File: src/rtl/ram8_arbiter.sv
// ram8_arbiter: shares a single RAM8 between two single-word requesters (A and B).
// Each granted transaction runs IDLE -> ACCESS -> DONE -> IDLE. Simultaneous
// requests are resolved round-robin against the most recent grantee.
module ram8_arbiter #(
  parameter int WIDTH = 16,
  parameter int AW    = 3
) (
  input  logic             clk,
  input  logic             reset,
  input  logic             a_req,
  input  logic             a_we,
  input  logic [AW-1:0]    a_addr,
  input  logic [WIDTH-1:0] a_wdata,
  output logic             a_ack,
  output logic [WIDTH-1:0] a_rdata,
  input  logic             b_req,
  input  logic             b_we,
  input  logic [AW-1:0]    b_addr,
  input  logic [WIDTH-1:0] b_wdata,
  output logic             b_ack,
  output logic [WIDTH-1:0] b_rdata,
  output logic [WIDTH-1:0] ram_in,
  output logic             ram_load,
  output logic [AW-1:0]    ram_address,
  input  logic [WIDTH-1:0] ram_out,
  output logic             busy,
  output logic             owner
);

  typedef enum logic [1:0] {
    IDLE   = 2'd0,
    ACCESS = 2'd1,
    DONE   = 2'd2
  } state_t;

  state_t           state;
  state_t           state_nxt;
  logic             we_r;
  logic [AW-1:0]    addr_r;
  logic [WIDTH-1:0] wdata_r;
  logic             any_req;
  logic             grant_b;
  logic [WIDTH-1:0] capture_word;

  // B wins when it is the only requester, or on a tie when A was served last.
  assign any_req      = a_req | b_req;
  assign grant_b      = b_req & (~a_req | ~owner);
  // Writes echo their own data back; reads take the RAM word seen during ACCESS.
  assign capture_word = we_r ? wdata_r : ram_out;

  // State register.
  always_ff @(posedge clk) begin
    if (reset) begin
      state <= IDLE;
    end else begin
      state <= state_nxt;
    end
  end

  // Next-state logic: a request in IDLE starts a fixed three-cycle transaction.
  always_comb begin
    state_nxt = state;
    case (state)
      IDLE:    if (any_req) state_nxt = ACCESS;
      ACCESS:  state_nxt = DONE;
      DONE:    state_nxt = IDLE;
      default: state_nxt = IDLE;
    endcase
  end

  // Grant: record the winner and freeze its transaction fields for the access.
  always_ff @(posedge clk) begin
    if (reset) begin
      owner   <= 1'b1;
      we_r    <= 1'b0;
      addr_r  <= '0;
      wdata_r <= '0;
    end else if (state == IDLE && any_req) begin
      owner   <= grant_b;
      we_r    <= grant_b ? b_we    : a_we;
      addr_r  <= grant_b ? b_addr  : a_addr;
      wdata_r <= grant_b ? b_wdata : a_wdata;
    end
  end

  // Result capture at the close of ACCESS; only the owner's register moves.
  always_ff @(posedge clk) begin
    if (reset) begin
      a_rdata <= '0;
      b_rdata <= '0;
    end else if (state == ACCESS) begin
      if (owner) begin
        b_rdata <= capture_word;
      end else begin
        a_rdata <= capture_word;
      end
    end
  end

  // Outputs depend only on registered state; reset suppresses an in-flight write.
  always_comb begin
    a_ack       = (state == DONE) & ~owner;
    b_ack       = (state == DONE) & owner;
    busy        = (state != IDLE);
    ram_load    = (state == ACCESS) & we_r & ~reset;
    ram_address = addr_r;
    ram_in      = wdata_r;
  end

endmodule

File: config.mk
export PLATFORM = sky130hd
export DESIGN_NAME = ram8_arbiter
export DESIGN_NICKNAME = d
export VERILOG_FILES = /design/src/rtl/ram8_arbiter.sv
export SDC_FILE = /design/constraint.sdc
export NUM_CORES = 1
export LEC_CHECK = 0
export ABC_AREA = 1
export CAP_MARGIN = 25
export CORE_MARGIN = 2
export CORE_UTILIZATION = 45
export DETAILED_ROUTE_END_ITERATION = 7
export PLACE_DENSITY_LB_ADDON = 0.1
export REMOVE_ABC_BUFFERS = 1
export SLEW_MARGIN = 20
export SYNTH_ARGS = -nofsm -noshare
export SYNTH_HDL_FRONTEND = slang
export SYNTH_SLANG_ARGS = --single-unit
File: constraint.sdc
create_clock -name clk -period 1.6 [get_ports clk]
set_input_delay 0.32 -clock clk [delete_from_list [all_inputs] [get_ports clk]]
set_output_delay 0.32 -clock clk [all_outputs]
set_load 0.005 [all_outputs]
After elaboration in Yosys (flattened, before gate mapping) --
Index checks and enable logic that the tools add are counted.
Storage, ports and cells: flip-flop bits (word level) 55, input port bits 60, output and inout bits 56, word-level logic and storage cells 31
Operators by class: eq/ne operators 3, mux-type cells 6, bitwise gates (word level) 10, reduce and logical (&&, ||, !) cells 5
Operators by type and width (count):
- 2-to-1 mux 16 bit | 2
- AND 1 bit | 5
- case mux 2 bit (2 select lines) | 1
- AND reduction 2 bit | 2
- 2-to-1 mux 3 bit | 1
- inverter 1 bit | 3
- equality test 2 x 1 -> 1 bit (second input constant) | 1
- equality test 2 bit (second input constant) | 1
- logical NOT 2 bit | 1
- 2-to-1 mux 2 bit | 1
- != test 2 bit (second input constant) | 1
- bitwise OR 1 bit | 2
- nonzero test 2 bit | 1
- logical AND 1 bit | 1
- 2-to-1 mux 1 bit | 1

Longest topological paths before layout --
Gate-level depths: netlist of run 1.
depth in word-level cells 4, depth in mapped cells 8, mapped depth without buffers 6

Least setup slack after synthesis of run 1 --
No wires, ideal clock.
path kind flip-flop to output port, start point register we_r, end point output port ram_load, arrival time 895 ps, required time 1280 ps, setup slack 385 ps, stages on the path, launching flop included 5, buffers on the path 2, cell sequence dfxtp_1 buf_2 inv_2 buf_2 nor3_1
Between the ends: cells in the longest elaborated chain, start to end 2
Ends and longest elaborated chain:
- from (decl) | RTL line 38 | logic we_r;
- from (signal assigned) | RTL line 80 | we_r <= grant_b ? b_we : a_we;
- AND 1 bit (2 in a row) | RTL line 105 | ram_load = (state == ACCESS) & we_r & ~reset;
- to (decl) | RTL line 23 | output logic ram_load,
No other way between the ends.

Final worst setup path of run 1 --
start point register state[0], end point output port ram_load
Between the ends: cells in the longest elaborated chain, start to end 3
Ends and longest elaborated chain:
- from (decl) | RTL line 36 | state_t state;
- from (signal assigned) | RTL line 56 | state <= state_nxt;
- equality test 2 x 1 -> 1 bit | RTL line 105
- AND 1 bit (2 in a row) | RTL line 105
No other way between the ends.

==> results of run 1 <==
## flip-flops by register name, summed over array words and instances (netlist names)
signal	count
a_rdata	16
b_rdata	16
ram_in	16
ram_address	3
state	2
owner	1
we_r	1
## report_power, final
part           leakage, nW  total (mW)  switching (mW)  internal (mW)
registers            0.453        1.57          0.0734           1.50
clock network       0.0513       0.909           0.449          0.460
logic                 1.74        1.16           0.562          0.596
total                 2.25        3.64            1.08           2.56
## layout by cell type, fill, tap and decap left out, drive strengths merged
cell type / instances
dfxtp: 55
clkbuf: 6
buf: 17
nand3: 24
dlygate4sd2: 4
inv: 106
a21boi: 20
nor3: 3
bufinv: 1
nor2: 77
o21ai: 1
clkdlybuf4s50: 111
nand2: 208
## final timing paths
| kind | from | end | slack [ns] | cells past startpoint |
|---|---|---|---|---|
| hold / removal | a_rdata[1] | a_rdata[1] | 0.51 | 4 |
| hold reg to reg | a_rdata[1] | a_rdata[1] | 0.51 | 4 |
| setup / recovery | state[0] | ram_load | 0.06 | 4 |
| setup reg to reg | state[1] | ram_in[9] | 0.42 | 7 |
## through the flow
step           hold slack, ns  total power, mW  TNS (ns)
2_1_floorplan          0.3924            2.143         0
3_3_place_gp           0.4928            2.739   -0.1568
3_5_place_dp           0.4953            2.766   -0.2498
4_1_cts                0.5129            3.673         0
5_1_grt                0.5422            3.886         0
6_report               0.5114            3.640         0
## routing by layer
| layer | GRT usage | vias up | share of wire |
|---|---|---|---|
| met5 | 0 | - | 0 |
| met4 | 0.05483 | 0 | 0.013 |
| met3 | 0.05294 | 9 | 0.059 |
| met2 | 0.4332 | 75 | 0.51 |
| met1 | 0.2597 | 1373 | 0.42 |
| li1 | - | 1704 | - |
## timing repair
item	4_1_cts	5_1_grt
setup endpoints to repair	5	0
buffers inserted	1	0
resized for setup	8	0
## worst max-delay path, stage by stage, from the launching register on
cell and delay (ns):
dfxtp_2 0.36, buf_4 0.11, nand2_1 0.06, nor3_1 0.12, dlygate4sd2_1 0.25
## logic make-up after synthesis
logic type / Yosys count / synth area share
AND/OR/NAND/NOR: 312 / 0.4058
buffers and inverters: 132 / 0.1756
flip-flops: 55 / 0.3670
AO/OA/AOI/OAI: 21 / 0.05171
## layout make-up
cell class	count	area, um2	share of cell area
Multi-Input combinational cell	333	1376	0.3134
Timing Repair Buffer	132	1311	0.2986
Sequential cell	55	1107	0.2521
Inverter	106	397.9	0.09060
Tap cell	77	96.34	0.02194
Clock buffer	6	72.57	0.01652
Clock inverter	1	30.03	0.006838
==> results.py, run 1 <==
metrics = {
    "detailed_routing": {
        "viasPerCell": 4.452,
        "drtAntennaViolNets": 0,
        "drtPass1Iterations": 4,
        "vias": 3161,
        "post_drt_wl_per_cell_um": 11.37,
        "drt_iter0_drc": 85,
        "finalWirelength_um": 8070,
        "route.detailed.drc": 0,
    },
    "sta": {
        "hold_viol_final": 0,
        "slew_violations": 0,
        "max_clock_freq_mhz": 650.2,
        "period_minus_slack_ns": 1.538,
        "final.period_utilization": 0.9612,
        "rsz0062_at_grt": "false",
        "clock-skew-final_ns": 0.004947,
        "setup_slack_ns": 0.06210,
        "worst_slew_pin_slew_ns": 0.3395,
        "slew_headroom": 0.7733,
        "final-setup-viol-count": 0,
    },
    "setup_path": {
        "path_max_fanout": 4,
        "arrival_ns": 1.22,
        "critPathRequiredTime_ns": 1.28,
        "critPathLaunchType": "flip-flop",
        "worst_setup_path_end_kind": "primary output",
        "critical_path_class": "flip-flop to primary output",
    },
    "placement": {
        "dpl_worst_slack_ns": -0.1898,
        "dp_hpwl_um": 5756,
        "place_area_um2": 4280,
        "dp_cells": 702,
        "io_buffers": 115,
        "routabilityCongestion": 0.8180,
    },
    "clock_tree": {
        "htree_levels": 2,
        "clk_pin_slew_worst_paths_ns": 0.10,
        "clockBufferDepth": 2,
        "cts-root-buf": "clkbuf_8",
        "cts.sinks": 55,
        "numCtsBuffers": 5,
        "cts_tree": "yes",
        "clk_latency_ns": 0.31,
        "cts_hold_buf": 0,
    },
    "cells_and_area": {
        "nets": 693,
        "antenna_cells": 0,
        "n_fill_cell": 571,
        "utilization": 0.6877,
        "area_growth_pct": 46.37,
        "design_area_um2": 4392,
        "layoutNonFillerInstCount": 710,
        "drive_gt1_frac": 0.05687,
    },
    "synth": {
        "async_reset_ff_frac": 0,
        "synth_top_cell_area_share": 0.3670,
        "postSynthCellCount": 520,
        "synth_warnings": 0,
        "ys_ff_latch": 55,
        "yosys.cell_count.top_type": "nand2_1",
        "avgSynthCellArea_um2": 5.770,
        "synth_commonest_cells": "208 x nand2_1, 100 x inv_1, 76 x nor2_1",
        "yosys-top-cells-area": "dfxtp_1 37%, nand2_1 26%, inv_1 13%",
        "synth_largest_area_cell": "dfxtp_1",
        "ys_seq_area_frac": 0.3670,
        "yosysUniqueCellTypes": 16,
        "ys.flop_type": "dfxtp_1",
        "synth_edf_count": 0,
        "syn-cell-area_um2": 3000,
    },
    "grt": {
        "grt.total_usage": 0.2295,
        "antenna_found_initial": 0,
        "grt_pass1_wl_um": 13480,
        "gr-total-overflow": 0,
        "grt_pass1_vias": 3029,
        "grt_max_degree": 33,
    },
    "worst_hold_path": {
        "min_path_type": "flip-flop to flip-flop",
    },
    "status": {
        "status": "completed",
    },
    "power_and_ir_drop": {
        "vdd_drop_max_mv": 0.5097,
        "p_leak_nw": 2.246,
        "powerDensity_nw_per_um2": 828.9,
    },
    "floorplan": {
        "rows": 29,
        "die_area_um2": 7337,
        "ios": 116,
        "die_y_um": 85.66,
        "start_util": 0.4698,
        "core_um2": 6386,
        "dieWidth_um": 85.66,
    },
    "job": {
        "maxCapViolCount": 0,
    },
}
(Power assumes the default switching activity.)
==> run 2, diff against run 1 <==
CTS_BUF_LIST = sky130_fd_sc_hd__clkbuf_4 sky130_fd_sc_hd__clkbuf_8 sky130_fd_sc_hd__clkbuf_16   (was default)
==> run 2 against run 1 <==
Compared with the run above:
- total power is 0.48% higher
- clock power is 2% higher
- clock skew hardly changed
- die area stayed put
- critical path type unchanged
- largest power group unchanged
==> results.py, run 2 (synthesis results as in run 1) <==
metrics = {
    "grt": {
        "grt_pass1_vias": 3029,
        "gr-usage-met1": 0.2597,
        "busiest_layer": "met2",
        "grtUsageMet2": 0.4332,
        "grt_pass1_wl_um": 13480,
        "met3_usage": 0.05294,
        "antenna_found_initial": 0,
        "grt_max_degree": 33,
        "grt.total_usage": 0.2295,
        "gr-total-overflow": 0,
    },
    "detailed_routing": {
        "viasPerCell": 4.454,
        "drtAntennaViolNets": 0,
        "finalWirelength_um": 8065,
        "post_drt_wl_per_cell_um": 11.36,
        "drt_iter0_drc": 85,
        "route.detailed.drc": 0,
        "drtPass1Iterations": 4,
        "vias": 3162,
    },
    "clock_tree": {
        "clk_pin_slew_worst_paths_ns": 0.10,
        "numCtsBuffers": 5,
        "cts_tree": "yes",
        "cts.sinks": 55,
        "htree_levels": 2,
        "cts_hold_buf": 0,
        "clk_latency_ns": 0.31,
        "cts-root-buf": "clkbuf_8",
        "clockBufferDepth": 2,
    },
    "floorplan": {
        "start_util": 0.4698,
        "ios": 116,
        "die_area_um2": 7337,
        "rows": 29,
        "die_y_um": 85.66,
        "dieWidth_um": 85.66,
        "core_um2": 6386,
    },
    "sta": {
        "final.period_utilization": 0.9612,
        "whs_ns": 0.5115,
        "rsz0062_at_grt": "false",
        "setup_tns_ns": 0,
        "clock-skew-final_ns": 0.005292,
        "worst_slew_pin_slew_ns": 0.3390,
        "period_minus_slack_ns": 1.538,
        "final-setup-viol-count": 0,
        "max_clock_freq_mhz": 650.2,
        "slew_headroom": 0.7736,
        "setup_slack_ns": 0.06205,
        "hold_viol_final": 0,
        "slew_violations": 0,
    },
    "placement": {
        "dp_hpwl_um": 5756,
        "place_area_um2": 4280,
        "routabilityCongestion": 0.8180,
        "dpl_worst_slack_ns": -0.1898,
        "io_buffers": 115,
    },
    "worst_hold_path": {
        "worstHoldPathCells": 4,
        "hp-start": "a_rdata[1]",
        "min_path_type": "flip-flop to flip-flop",
        "hold_path_end": "a_rdata[1]",
    },
    "power_and_ir_drop": {
        "vdd_drop_max_mv": 0.5095,
        "powerDensity_nw_per_um2": 832.1,
        "p_leak_nw": 2.249,
    },
    "setup_path": {
        "critPathBufInv": 2,
        "reg2reg_to": "ram_in[9]",
        "crit_family": "flip-flops",
        "crit_slowest_cell": "dfxtp_2",
        "r2r_setup_slack_ns": 0.42,
        "cp_slowest_stage_delay_ns": 0.36,
        "arrival_ns": 1.22,
        "worst_setup_path_end_kind": "primary output",
        "worst_r2r_startpoint": "state[1]",
        "critPathLaunchType": "flip-flop",
        "path_max_fanout": 4,
        "worstPathCellList": "buf_4 > nand2_1 > nor3_1 > dlygate4sd2_1",
        "critPathRequiredTime_ns": 1.28,
        "ff2ff_path_depth": 7,
        "critical_path_class": "flip-flop to primary output",
    },
    "cells_and_area": {
        "nets": 693,
        "area_growth_pct": 46.50,
        "final_cell_mix": "208 x nand2_1, 111 x clkdlybuf4s50_1, 100 x inv_1",
        "drive_gt1_frac": 0.05845,
        "mostFrequentLayoutCell": "nand2_1",
        "antenna_cells": 0,
        "design_area_um2": 4395,
    },
    "status": {
        "status": "completed",
    },
    "job": {
        "maxCapViolCount": 0,
    },
}
run 2: cell counts in the layout (fill, tap and decap cells not counted):
No cell type changed its count.
run 2: through the flow:
| stage | total power, mW | utilization | std cells |
|---|---|---|---|
| final | 3.658 | 0.6883 | 710 |
| after floorplan | 2.143 | - | 494 |
| after global placement | 2.739 | 0.6703 | 702 |
| after detailed placement | 2.766 | 0.6703 | 702 |
| after CTS | 3.690 | 0.6883 | 710 |
| after global routing | 3.903 | 0.6883 | 710 |
run 2: worst reg2reg max path: stages (launching register included):
cell and delay, ns:
dfxtp_2 0.34, inv_2 0.11, nand2_1 0.10, nor2_2 0.13, buf_12 0.18, nand2_1 0.06, nor2_1 0.13, nor2_1 0.05
run 2: worst max path at each step:
stage,start,end,slack (ns),cells after the start
after floorplan,owner,ram_in[0],0.11,5
after global placement,reset,ram_load,-0.16,3
after detailed placement,reset,ram_load,-0.19,3
after CTS,state[0],ram_load,0.05,4
after global routing,state[0],ram_load,0.009,4
final,state[0],ram_load,0.06,4
run 2: timing repair:
action | in CTS | in global routing
resized for setup | 8 | 0
setup buffers | 1 | 0
endpoints found under the setup margin | 5 | 0
run 2: layout make-up:
cell class | instances | area, um2
inverter | 106 | 397.9
multi-input combinational | 333 | 1376
sequential | 55 | 1107
clock inverter | 1 | 30.03
tap | 77 | 96.34
timing repair buffer | 132 | 1311
clock buffer | 6 | 76.32
fill | 570 | 1991
run 2: routing by layer:
layer  share of wire  up-vias
met5               0        -
met4           0.013        0
met3           0.059        9
met2            0.51       75
met1            0.42     1374
li1                -     1704
run 2: power breakdown:
| part | internal (mW) | switching, mW | total [mW] |
|---|---|---|---|
| registers | 1.50 | 0.0733 | 1.57 |
| logic | 0.596 | 0.562 | 1.16 |
| clock network | 0.477 | 0.449 | 0.926 |
